### src/rtl/ps2_host_tx_pkg.sv
// ps2_host_tx_pkg: shared PS/2 host types, frame length and parity helper,
// kept apart so a PS/2 receiver can reuse the same encoding.
package ps2_host_tx_pkg;
    typedef enum logic [2:0] {S_IDLE, S_INHIBIT, S_START, S_SEND, S_ACK, S_WAIT_IDLE} state_t;
    localparam int FRAME_BITS = 11;
    // Zero-based count of device falling edges at which the stop bit is released
    localparam logic [3:0] LAST_SEND_EDGE = 4'(FRAME_BITS - 2);
    function automatic logic odd_parity(input logic [7:0] d);
        return ~^d;
    endfunction
endpackage

### src/rtl/ps2_sync_edge.sv
// ps2_sync_edge: 2-flop synchronizer for one PS/2 line plus a falling-edge strobe.
module ps2_sync_edge (
    input  logic clk,
    input  logic reset,
    input  logic i_line,
    output logic o_sync,
    output logic o_fall
);
    logic r_meta, r_sync, r_prev;
    always_ff @(posedge clk) begin
        if (reset) {r_meta, r_sync, r_prev} <= 3'b111;
        else {r_meta, r_sync, r_prev} <= {i_line, r_meta, r_sync};
    end
    assign o_sync = r_sync;
    assign o_fall = r_prev & ~r_sync;
endmodule

### src/rtl/ps2_host_tx.sv
// ps2_host_tx: PS/2 host-to-device byte transmitter (inhibit, start, 8 data,
// odd parity, stop, device ack) with a release-to-ack timeout.
module ps2_host_tx
    import ps2_host_tx_pkg::*;
#(
    parameter int INHIBIT_CYCLES = 5000,
    parameter int TIMEOUT_CYCLES = 1000000
) (
    input  logic       clk,
    input  logic       reset,
    input  logic [7:0] tx_data,
    input  logic       tx_valid,
    output logic       tx_ready,
    output logic       done,
    output logic       error,
    input  logic       ps2_clock,
    input  logic       ps2_data,
    output logic       ps2_clock_oe,
    output logic       ps2_data_oe
);
    state_t      r_state, w_next;
    logic [8:0]  r_shift;
    logic [31:0] r_cnt;
    logic [3:0]  r_bitn;
    logic        r_data_oe;
    logic        w_clk_sync, w_clk_fall, w_data_sync, w_unused_data_fall;
    logic        w_active, w_tmo;

    ps2_sync_edge u_clk_sync (
        .clk(clk), .reset(reset), .i_line(ps2_clock), .o_sync(w_clk_sync), .o_fall(w_clk_fall)
    );
    ps2_sync_edge u_data_sync (
        .clk(clk), .reset(reset), .i_line(ps2_data), .o_sync(w_data_sync), .o_fall(w_unused_data_fall)
    );

    // One down-counter serves both the inhibit delay and the ack timeout
    assign w_active = r_state inside {S_SEND, S_ACK, S_WAIT_IDLE};
    assign w_tmo = w_active && r_cnt == '0;

    always_ff @(posedge clk) begin
        if (reset) r_state <= S_IDLE;
        else r_state <= w_next;
    end

    always_ff @(posedge clk) begin
        if (reset) begin
            r_shift   <= '0;
            r_cnt     <= '0;
            r_bitn    <= '0;
            r_data_oe <= 1'b0;
        end else begin
            if (r_state == S_IDLE && tx_valid) begin
                r_shift <= {odd_parity(tx_data), tx_data};
                r_cnt   <= 32'(INHIBIT_CYCLES);
            end else if (r_state == S_START) begin
                r_cnt     <= 32'(TIMEOUT_CYCLES);
                r_bitn    <= '0;
                r_data_oe <= 1'b1;
            end else if (r_state != S_IDLE && r_cnt != '0)
                r_cnt <= r_cnt - 32'd1;
            if (r_state == S_SEND && w_clk_fall) begin
                r_data_oe <= (r_bitn < LAST_SEND_EDGE) && !r_shift[0];
                r_shift   <= r_shift >> 1;
                r_bitn    <= r_bitn + 4'd1;
            end
        end
    end

    always_comb begin
        w_next = r_state;
        case (r_state)
            S_IDLE:      w_next = tx_valid ? S_INHIBIT : S_IDLE;
            S_INHIBIT:   w_next = (r_cnt <= 32'd1) ? S_START : S_INHIBIT;
            S_START:     w_next = S_SEND;
            S_SEND:      w_next = w_tmo ? S_IDLE : (w_clk_fall && r_bitn == LAST_SEND_EDGE) ? S_ACK : S_SEND;
            S_ACK:       w_next = (w_tmo || (w_clk_fall && w_data_sync)) ? S_IDLE : w_clk_fall ? S_WAIT_IDLE : S_ACK;
            S_WAIT_IDLE: w_next = (w_tmo || (w_clk_sync && w_data_sync)) ? S_IDLE : S_WAIT_IDLE;
            default:     w_next = S_IDLE;
        endcase
    end

    always_comb begin
        tx_ready     = r_state == S_IDLE;
        ps2_clock_oe = r_state inside {S_INHIBIT, S_START};
        ps2_data_oe  = r_state == S_START || (r_state == S_SEND && r_data_oe && !w_tmo);
        error        = w_tmo || (r_state == S_ACK && w_clk_fall && w_data_sync);
        done         = r_state == S_WAIT_IDLE && !w_tmo && w_clk_sync && w_data_sync;
    end
endmodule

### config.mk
export PLATFORM = sky130hd
export DESIGN_NAME = ps2_host_tx
export DESIGN_NICKNAME = d
export VERILOG_FILES = /design/src/rtl/ps2_host_tx_pkg.sv /design/src/rtl/ps2_sync_edge.sv /design/src/rtl/ps2_host_tx.sv
export SDC_FILE = /design/constraint.sdc
export NUM_CORES = 1
export LEC_CHECK = 0
export CAP_MARGIN = 20
export CORE_ASPECT_RATIO = 0.8
export CORE_MARGIN = 2
export CORE_UTILIZATION = 35
export DETAILED_ROUTE_END_ITERATION = 10
export SYNTH_ARGS = -nofsm -noshare
export SYNTH_HDL_FRONTEND = slang
export SYNTH_SLANG_ARGS = --single-unit
### constraint.sdc
create_clock -name clk -period 5 [get_ports clk]
set_clock_uncertainty 0.05 [all_clocks]
set_input_delay 0.75 -clock clk [delete_from_list [all_inputs] [get_ports clk]]
set_output_delay 0.75 -clock clk [all_outputs]
set_load 0.005 [all_outputs]
Word level (Yosys, flattened, before mapping)
Index checks and enable logic that the tools add are counted.

Register bits: 54. Input port bits: 13. Output and inout bits: 5. Logic and storage cells: 81.

Add/subtract/negate cells: 2. Magnitude comparators: 2. Equality and inequality tests: 7. Muxes and demuxes: 19. Bitwise gates (word level): 2. Reduce and logical (&&, ||, !) cells: 36.

Operators with widths (count): $mux W20 (2); $le A32 B1 Y1 const B (1); $logic_not A32 Y1 (1); $reduce_bool A32 Y1 (1); $sub A32 B1 Y32 const B (1); $pmux W3 S6 (1); $mux W8 (2); $logic_and A1 B1 Y1 (15); $mux W13 (1); $mux W3 (4); $mux W4 (3); $reduce_bool A3 Y1 (3); $reduce_bool A2 Y1 (4); $reduce_xnor A8 Y1 (1); $eq A3 B2 Y1 const B (2); $eq A3 B3 Y1 const B (2); $mux W1 (5); $add A4 B1 Y4 const B (1); $eq A4 B4 Y1 const B (1); $logic_or A1 B1 Y1 (4); $lt A4 B4 Y1 const B (1); $reduce_or A2 Y1 (2); $eq A3 B1 Y1 const B (1); $logic_not A3 Y1 (1); 7 further kinds (8).

Depth between registers and ports, before layout
Gate-level depths: netlist of the first run.

Depth in word-level cells: 7. Gate-level depth with buffers: 9.

Hierarchy
Synthesis of the first run repeated with hierarchy kept, for this count alone.

Cell total of the unflattened synthesis: 356. Area, all modules: 2949.1 sq um.

Modules (own cells, without submodules): ps2_host_tx (times used 1, cells each 342, area an instance 2778.9 sq um); ps2_sync_edge (times used 2, cells each 7, area an instance 85.1 sq um).

Worst setup path after synthesis of the first run
OpenSTA, ideal clock, no wires.

Path kind: register -> output. From: register r_cnt[26]. To: output error. Arrival: 2.250 ns. Slack: 1.950 ns. Stages on the path, launching flop included: 7. Path buffers: 2. Cells stage by stage: dfxtp_1 or4_4 or3_1 buf_6 or4_4 buf_6 o31ai_1.

Longest elaborated chain between the ends: 3.

RTL lines: start: declaration (RTL line ps2_host_tx.sv:23) `logic [31:0] r_cnt;`; start signal: assignment (RTL line ps2_host_tx.sv:54) `r_cnt <= 32'(INHIBIT_CYCLES);`; start signal: assignment (RTL line ps2_host_tx.sv:56) `r_cnt <= 32'(TIMEOUT_CYCLES);`; start signal: assignment (RTL line ps2_host_tx.sv:60) `r_cnt <= r_cnt - 32'd1;`; $logic_not A32 Y1 (RTL line ps2_host_tx.sv:38) `assign w_tmo = w_active && r_cnt == '0;`; $logic_and A1 B1 Y1 (RTL line ps2_host_tx.sv:38); $logic_or A1 B1 Y1 (RTL line ps2_host_tx.sv:86) `error = w_tmo || (r_state == S_ACK && w_clk_fall && w_data_sync);`; end: declaration (RTL line ps2_host_tx.sv:15) `output logic error,`.

Every way passes these cells.

Final worst setup path of the first run
Same ends and word-level chain as after synthesis.

==> results.md, run 1 <==
* Slew @ Worst Pin at a little under 1000 ps
* Clock sink count at 54
* Cell taking the most area after synthesis: dfxtp_1
* Power per cell area at 560 nW/um2
* Ys async rst share at 0%
* Synth Area in Compound Gates at a little under a fifth
* Setup TNS at 0 ps
* Final Setup Violations at 0
* Seq cells post-synth at 54
* Die area at 8890 um2
* Ant. Diodes at 0
* Xor/xnor cell area share of the yosys netlist at under 10%
* Syn_area_per_cell at approximately 8.2 um2
* # hold bufs at CTS at 0
* Die height at 84.7 um
* VDD IR-drop max at 209 uV
* Vias in the first global route at between 2000 and 2500
* Min Tclk post-route at 4020 ps
* Outcome: completed
* First-pass GRT wire length at 11100 um
* Clk_lat worst skew at 310 ps
* Area Growth Syn to Fin at 12.0%
* CP startpoint kind: flip-flop
* Vias per cell at 5.57
* Post-CTS Resized at 0
* Initial antenna violation count at 0
* Layout cell share with drive strength beyond 1 at 8.47%
* Most frequent cells in the layout: dfxtp_1 (54), nor2_1 (32), nand2_1 (30), a21oi_1 (29), or4_1 (20)
* Via Count at 2572
* Worst Hold Class: reg -> reg
* Aggregate global routing overflow at 0
* CP Capture Type: primary output
* Postcts setup bufs at 0
* Placed cells at 454
* Worst path required time at 4200 ps
* Internal cell power at 0.984 mW
* Post-synthesis cell count at between 300 and 400
* Worst hold margin at 369 ps
* Clock root buffer master: clkbuf_8
* Slew HR at between 30% and 40%
* Synth Area in Simple Gates at between 30 and 40%
* Synth Area in Adders at 2.63%
* Row Count at 29
* Yosys cell types at 46
* Max Cap Viol at 0
* Main synth FF type: dfxtp_1
* Sequential area share after synthesis at 37.9%
* Post-DP HPWL at 4620 um
* Post-Syn Area at between 2000 and 3000 um2
* Final nets at between 300 and 400
* RSZ-0062 raised after global routing: no
* Final hold vios at 0
* Synth top area cells: dfxtp_1 (38%), or4_1 (5.3%), a21oi_1 (5.1%)
* Crit path max fanout at 10
* Setup CP Type: reg -> out
* Detailed-route DRC error count at 0
* H-tree depth at 2
* CTS clk-pin slew, worst paths at 100 ps
* Fin. max-slew vios at 0
* Drt total wl at 6590 um
* Global placement routability congestion at 0.765
* Most common cell after layout, fill and taps aside: dfxtp_1
* Mux cell area share after synthesis at less than 1%
* Port buffer count at 17
* Pwr Total at 1.79 mW
* Final period util at 80.3%
* Switching pwr at 0.803 mW
* Fmax at ~250 MHz
* Pin count of the biggest net entering global routing at 25
* Share of the synthesized area in the top cell type at 37.9%
* Critical Path AT at 3220 ps
* IO Pins at 18
* Die width at 105 um
* Combinational Power Share at about half
* Largest family of logic cells by synthesized area: simple AND/OR/NAND/NOR gates
* Leakage at between 1 and 1.5 nW
* Routed len/inst at 14.3 um
* Fin cells at 462
* Post-synth EDFFs at 0
* All-layer global routing usage at 15.1%
* Clk pwr share at between 10% and 20%
* DRT Pass-1 Iters at 4
* Synthesized Nets at approximately 370
* Starting Density at 36.0%
* CTS tree: done
* Antenna Nets Post-Route at 0
* Reg power frac at 33.7%
* Core area at roughly 7900 um2
* Max Root-Sink Buffers at 2
* Total CTS buffers at 5
* First-iteration detailed-routing DRC count at 127
* Post-layout util at 40.4%
* Sw frac at 44.9%
* Synth warn at 0
state kept, by name, summed over array words and instances (netlist names):
| register | cells |
|---|---|
| u_data_sync.r_meta | 1 |
| r_bitn | 4 |
| r_shift | 9 |
| u_clk_sync.o_sync | 1 |
| u_clk_sync.r_meta | 1 |
| u_clk_sync.r_prev | 1 |
| r_data_oe | 1 |
| r_state | 3 |
| r_cnt | 32 |
| u_data_sync.o_sync | 1 |
synthesized netlist by cell type (10+ instances only):
cell type,instances
dfxtp_1,54
nor2_1,32
nand2_1,30
a21oi_1,29
or4_1,20
nand3_1,16
clkbuf_1,14
o31ai_1,14
or3_1,13
or2_2,12
o21ai_0,10
xnor2_1,10
critical path, stage by stage, from the launching register on:
cell,delay (ps)
dfxtp_1,360
or4_4,560
or3_1,560
or4_4,670
o31ai_1,230
clkdlybuf4s50_1,540
power groups by stage:
| stage | Sequential (mW) | Combinational, mW | Clock (mW) |
|---|---|---|---|
| finish | 0.601 | 0.889 | 0.296 |
| global route | 0.618 | 0.983 | 0.322 |
| CTS | 0.599 | 0.884 | 0.304 |
| detailed placement | 0.607 | 0.877 | 0 |
| global placement | 0.605 | 0.868 | 0 |
| floorplan | 0.576 | 0.710 | 0 |
area by class of cell:
type                       count  area, um2
fill                         829       4720
multi-input combinational    264       1650
sequential                    54       1080
timing repair buffer          19        185
tap                          108        135
clock buffer                   6       72.6
clock inverter                 2       37.5
inverter                       9       33.8
worst paths after layout:
path | cells past startpoint | slack, ps | endpoint | start
max | 5 | 980 | error | r_cnt[26]$_SDFFE_PP0P_
max reg2reg | 5 | 1980 | r_cnt[1]$_SDFFE_PP0P_ | r_state[0]$_SDFF_PP0_
min reg2reg | 1 | 370 | u_clk_sync.o_sync$_SDFF_PP1_ | u_clk_sync.r_meta$_SDFF_PP1_
min | 1 | 370 | u_clk_sync.o_sync$_SDFF_PP1_ | u_clk_sync.r_meta$_SDFF_PP1_
metrics by stage:
| stage | instance area (um2) | setup WS, ps |
|---|---|---|
| 4_1_cts | 3190 | 973 |
| 5_1_grt | 3190 | 904 |
| 3_5_place_dp | 3080 | 1330 |
| 3_3_place_gp | 3080 | 1350 |
| 2_1_floorplan | 2850 | 1950 |
| 6_report | 3190 | 983 |
cells by family after synthesis:
kind of cell,count (synthesis)
DFF,54
muxes,2
adders and majority gates,6
buffers and inverters,28
AOI/OAI and AO/OA,81
and+or+nand+nor,161
xor gates and xnor gates,14
layer usage:
layer / wire [um] / global-route usage [%] / vias to the layer above
li1: - / - / 1296
met1: 3490 / 23.6 / 1208
met2: 2710 / 21.3 / 63
met3: 330 / 2.56 / 5
met4: 51 / 4.00 / 0
met5: 0 / 0 / -
Power figures use the tool's default switching activity.
==> run 2: changes to the inputs <==
clock period = 3.9 ns   (was 5 ns; I/O delays follow)
==> run 2 against run 1 <==
Die area stayed put. Setup slack worse by 770 ps. Highest routed layer unchanged. Non-clock buffer count is 5 higher. Largest power group unchanged.
==> results.md, run 2 (synthesis gave the netlist of run 1 again) <==
* Clock root buffer master: clkbuf_8
* Via Count at about 2500
* Ant. Diodes at 0
* Crit-path leading delay family: simple AND/OR/NAND/NOR gates
* Cell mode on critical path: or4_4
* Setup TNS at 0 ps
* Row Count at 29
* Largest Register: r_cnt
* Max Cap Viol at 0
* Die width at 105 um
* Most common cell after layout, fill and taps aside: dfxtp_1
* # hold bufs at CTS at 0
* Slew @ Worst Pin at ~800 ps
* Max reg flops at 32
* Worst path required time at 3260 ps
* Max layer used: met4
* All-layer global routing usage at 15.5%
* Postcts setup bufs at 0
* Post-layout instance area at 3230 um2
* Post-layout util at approximately two fifths
* Setup CP Type: reg -> out
* Clock sink count at 54
* Fin. max-slew vios at 0
* Crit path cell chain: or4_4, or3_1, or4_4, o31ai_1, clkdlybuf4s50_1
* CP max-delay cell: or4_4
* Global placement routability congestion at 0.778
* Largest regs: r_cnt x32, r_shift x9, r_bitn x4
* Clk_lat worst skew at 310 ps
* Pin count of the biggest net entering global routing at 25
* CTS clk-pin slew, worst paths at 100 ps
* Wl on met1 at 3480 um
* Final hold vios at 0
* Total CTS buffers at 5
* Final Setup Violations at 0
* Routed len/inst at 14.6 um
* H-tree depth at 2
* RSZ-0062 raised after global routing: no
* Fmax at 271 MHz
* Outcome: completed
* Power per cell area at 721 nW/um2
* Critical Path AT at 3050 ps
* CP Capture Type: primary output
* Dpl cell area at 3120 um2
* Starting Density at 36.0%
* Vias in the first global route at 2362
* First-pass GRT wire length at 11200 um
* DRT Pass-1 Iters at 4
* Filler Cell Count at roughly 830
* Worst Hold Class: reg -> reg
* VDD IR-drop max at 297 uV
* Port buffer count at 17
* Buf/Inv on CP at 1
* Detailed-route DRC error count at 0
* Drt total wl at 6800 um
* CTS tree: done
* Min Tclk post-route at between 3000 and 4000 ps
* First-iteration detailed-routing DRC count at around 170
* IO Pins at 18
* Final period util at approximately 95%
* Met2 wire len at 2960 um
* Final nets at about 380
* Die height at 84.7 um
* Pwr Total at 2.33 mW
* Core area at 7910 um2
* Slew HR at about 46%
* Most frequent cells in the layout: dfxtp_1 (54), nor2_1 (32), nand2_1 (30), a21oi_1 (29), or4_1 (20)
* Leakage at between 1 and 1.5 nW
* Post-DP HPWL at 4780 um
* Max Root-Sink Buffers at 2
* Area Growth Syn to Fin at 13.2%
* Initial antenna violation count at 0
* CP max stage delay at 630 ps
* Layout cell share with drive strength beyond 1 at 9.47%
* Aggregate global routing overflow at 0
* Routed met3 length at roughly 320 um
* CP startpoint kind: flip-flop
* Die area at 8890 um2
* Vias per cell at approximately 5.5
* Antenna Nets Post-Route at 0
* Post-CTS Resized at 0
* Crit path max fanout at 10
==> run 2: cell types whose count changed in the layout (fill, tap and decap cells not counted) <==
cell        previous run  this run
buf_4                  2         7
clkbuf_1               1         2
clkinvlp_4             1         0
==> run 2: path summary, 6_finish.rpt <==
check                           cells after the start                             to                          start  slack (ps)
worst max register to register                      6          r_cnt[1]$_SDFFE_PP0P_          r_state[0]$_SDFF_PP0_        1130
worst min register to register                      1  u_data_sync.o_sync$_SDFF_PP1_  u_data_sync.r_meta$_SDFF_PP1_         370
worst max-delay path                                5                          error         r_cnt[26]$_SDFFE_PP0P_         210
worst min-delay path                                1  u_data_sync.o_sync$_SDFF_PP1_  u_data_sync.r_meta$_SDFF_PP1_         370
==> run 2: report_power, final <==
part	internal, mW	switching [mW]	total (mW)
registers	0.657	0.114	0.771
logic	0.444	0.733	1.18
clock network	0.193	0.184	0.377
==> run 2: layout make-up <==
cell class	instances	area (um2)	area share, %
timing repair buffer	24	223	6.90
clock inverter	1	30.0	0.931
tap	108	135	4.19
clock buffer	7	76.3	2.37
sequential	54	1080	33.5
inverter	9	33.8	1.05
multi-input combinational	264	1650	51.0
==> run 2: stage by stage <==
stage / hold WS, ps / worst slack (ps) / std cells
global placement: 342 / 612 / 459
floorplan: 339 / 1020 / 346
CTS: 366 / 197 / 467
finish: 365 / 214 / 467
detailed placement: 342 / 559 / 459
global route: 375 / 108 / 467
==> run 2: layer usage <==
layer  up-vias  GRT usage, %
met5         -             0
met4         0          4.24
met3         2          2.64
met2        51          23.5
met1      1188          22.7
li1       1305             -
==> run 3: changes to the inputs <==
CORE_ASPECT_RATIO = 1.75   (was 0.8)
==> run 3 against run 2 <==
Highest routed layer unchanged. Clock-buffer cell count down 1. Register-to-register slack worse by 30 ps. Sequential share of layout area down 0.71 points.
==> results.md, run 3 (synthesis gave the netlist of run 1 again) <==
* Postcts setup bufs at 0
* Max Cap Viol at 0
* Max reg flops at 32
* Min Tclk post-route at 3620 ps
* CTS tree: done
* Starting Density at 36.0%
* Sw frac at around 40%
* Detailed-route DRC error count at 0
* Crit path max fanout at 10
* Worst Hold Class: reg -> reg
* CTS clk-pin slew, worst paths at 70 ps
* Clock sink count at 54
* Fmax at approximately 280 MHz
* Antenna Nets Post-Route at 0
* First-iteration detailed-routing DRC count at 128
* First-pass GRT wire length at 11200 um
* VDD IR-drop max at 250 uV
* Fin. max-slew vios at 0
* Vias in the first global route at 2452
* Largest Register: r_cnt
* CP Capture Type: primary output
* Most common cell after layout, fill and taps aside: dfxtp_1
* Filler Cell Count at 819
* Slew HR at ~47%
* Total CTS buffers at 5
* Worst path required time at between 3000 and 4000 ps
* Routed len/inst at 14.9 um
* RSZ-0062 raised after global routing: no
* Power per cell area at 768 nW/um2
* Most frequent cells in the layout: dfxtp_1 (54), nor2_1 (32), nand2_1 (30), a21oi_1 (29), or4_1 (20)
* H-tree depth at 2
* Clock root buffer master: clkbuf_16
* Max Root-Sink Buffers at 2
* Vias per cell at 5.86
* Setup TNS at 0 ps
* Area Growth Syn to Fin at 15.6%
* Ant. Diodes at 0
* Reg power frac at a little under a third
* Post-layout util at 41.7%
* Post-layout instance area at between 3000 and 4000 um2
* Slew @ Worst Pin at 794 ps
* Die width at roughly 72 um
* Setup CP Type: reg -> out
* Layout cell share with drive strength beyond 1 at 10.0%
* Largest regs: r_cnt x32, r_shift x9, r_bitn x4
* Leakage at 1.20 nW
* Initial antenna violation count at 0
* Final period util at 92.8%
* All-layer global routing usage at 15.9%
* Via Count at 2632
* Core area at 7910 um2
* Final nets at 377
* Internal cell power at 1.49 mW
* Die area at just under 9000 um2
* Die height at ~120 um
* Clk pwr share at 23.2%
* Combinational Power Share at approximately 46%
* Post-DP HPWL at approximately 4900 um
* Aggregate global routing overflow at 0
* Pin count of the biggest net entering global routing at 25
* Critical Path AT at 2990 ps
* Post-CTS Resized at 0
* CP startpoint kind: flip-flop
* Row Count at 43
* Port buffer count at 17
* Clk_lat worst skew at 290 ps
* DRT Pass-1 Iters at 4
* Final Setup Violations at 0
* # hold bufs at CTS at 0
* Final hold vios at 0
* Switching pwr at around 1.0 mW
* Global placement routability congestion at 0.819
* IO Pins at 18
* Outcome: completed
* Dpl cell area at 3100 um2
* Drt total wl at between 6000 and 7000 um
## run 3: worst paths after layout
kind                                               startpoint                             to  slack [ps]  cells after the start
worst max-delay path                   r_cnt[20]$_SDFFE_PP0P_                          error         280                      5
worst min-delay path            u_data_sync.r_meta$_SDFF_PP1_  u_data_sync.o_sync$_SDFF_PP1_         360                      1
worst max register to register          r_state[0]$_SDFF_PP0_          r_cnt[1]$_SDFFE_PP0P_        1100                      6
worst min register to register  u_data_sync.r_meta$_SDFF_PP1_  u_data_sync.o_sync$_SDFF_PP1_         360                      1
## run 3: area by class of cell
| type | instances | area [um2] | share of cell area, % |
|---|---|---|---|
| Multi-Input combinational cell | 264 | 1650 | 50.0 |
| Sequential cell | 54 | 1080 | 32.8 |
| Timing Repair Buffer | 24 | 223 | 6.76 |
| Clock buffer | 6 | 139 | 4.21 |
| Tap cell | 90 | 113 | 3.42 |
| Clock inverter | 2 | 60.1 | 1.82 |
| Inverter | 9 | 33.8 | 1.03 |
## run 3: routing by layer
layer / global-route usage [%] / vias to the layer above / wire [um]
li1: - / 1313 / -
met1: 16.7 / 1262 / 2660
met2: 30.2 / 45 / 3660
met3: 2.53 / 12 / 183
met4: 6.72 / 0 / 171
met5: 0 / - / 0
## run 3: worst max-delay path: stages (launching register included)
cell and delay, ps:
dfxtp_1 340, or4_1 610, or2_2 370, or4_4 580, o31ai_1 250, clkdlybuf4s50_1 540
## run 3: stage by stage
step | worst slack [ps] | instances | hold WS [ps] | total power [mW]
2_1_floorplan | 1020 | 346 | 339 | 1.65
3_3_place_gp | 571 | 441 | 343 | 1.94
3_5_place_dp | 566 | 441 | 348 | 1.95
4_1_cts | 228 | 449 | 364 | 2.55
5_1_grt | 111 | 449 | 373 | 2.71
6_report | 279 | 449 | 361 | 2.53
## run 3: power by group through the flow
stage / logic [mW] / clock network [mW] / registers (mW)
6_report: 1.17 / 0.586 / 0.772
3_3_place_gp: 1.17 / 0 / 0.778
4_1_cts: 1.18 / 0.602 / 0.770
5_1_grt: 1.30 / 0.618 / 0.789
2_1_floorplan: 0.910 / 0 / 0.738
3_5_place_dp: 1.17 / 0 / 0.782
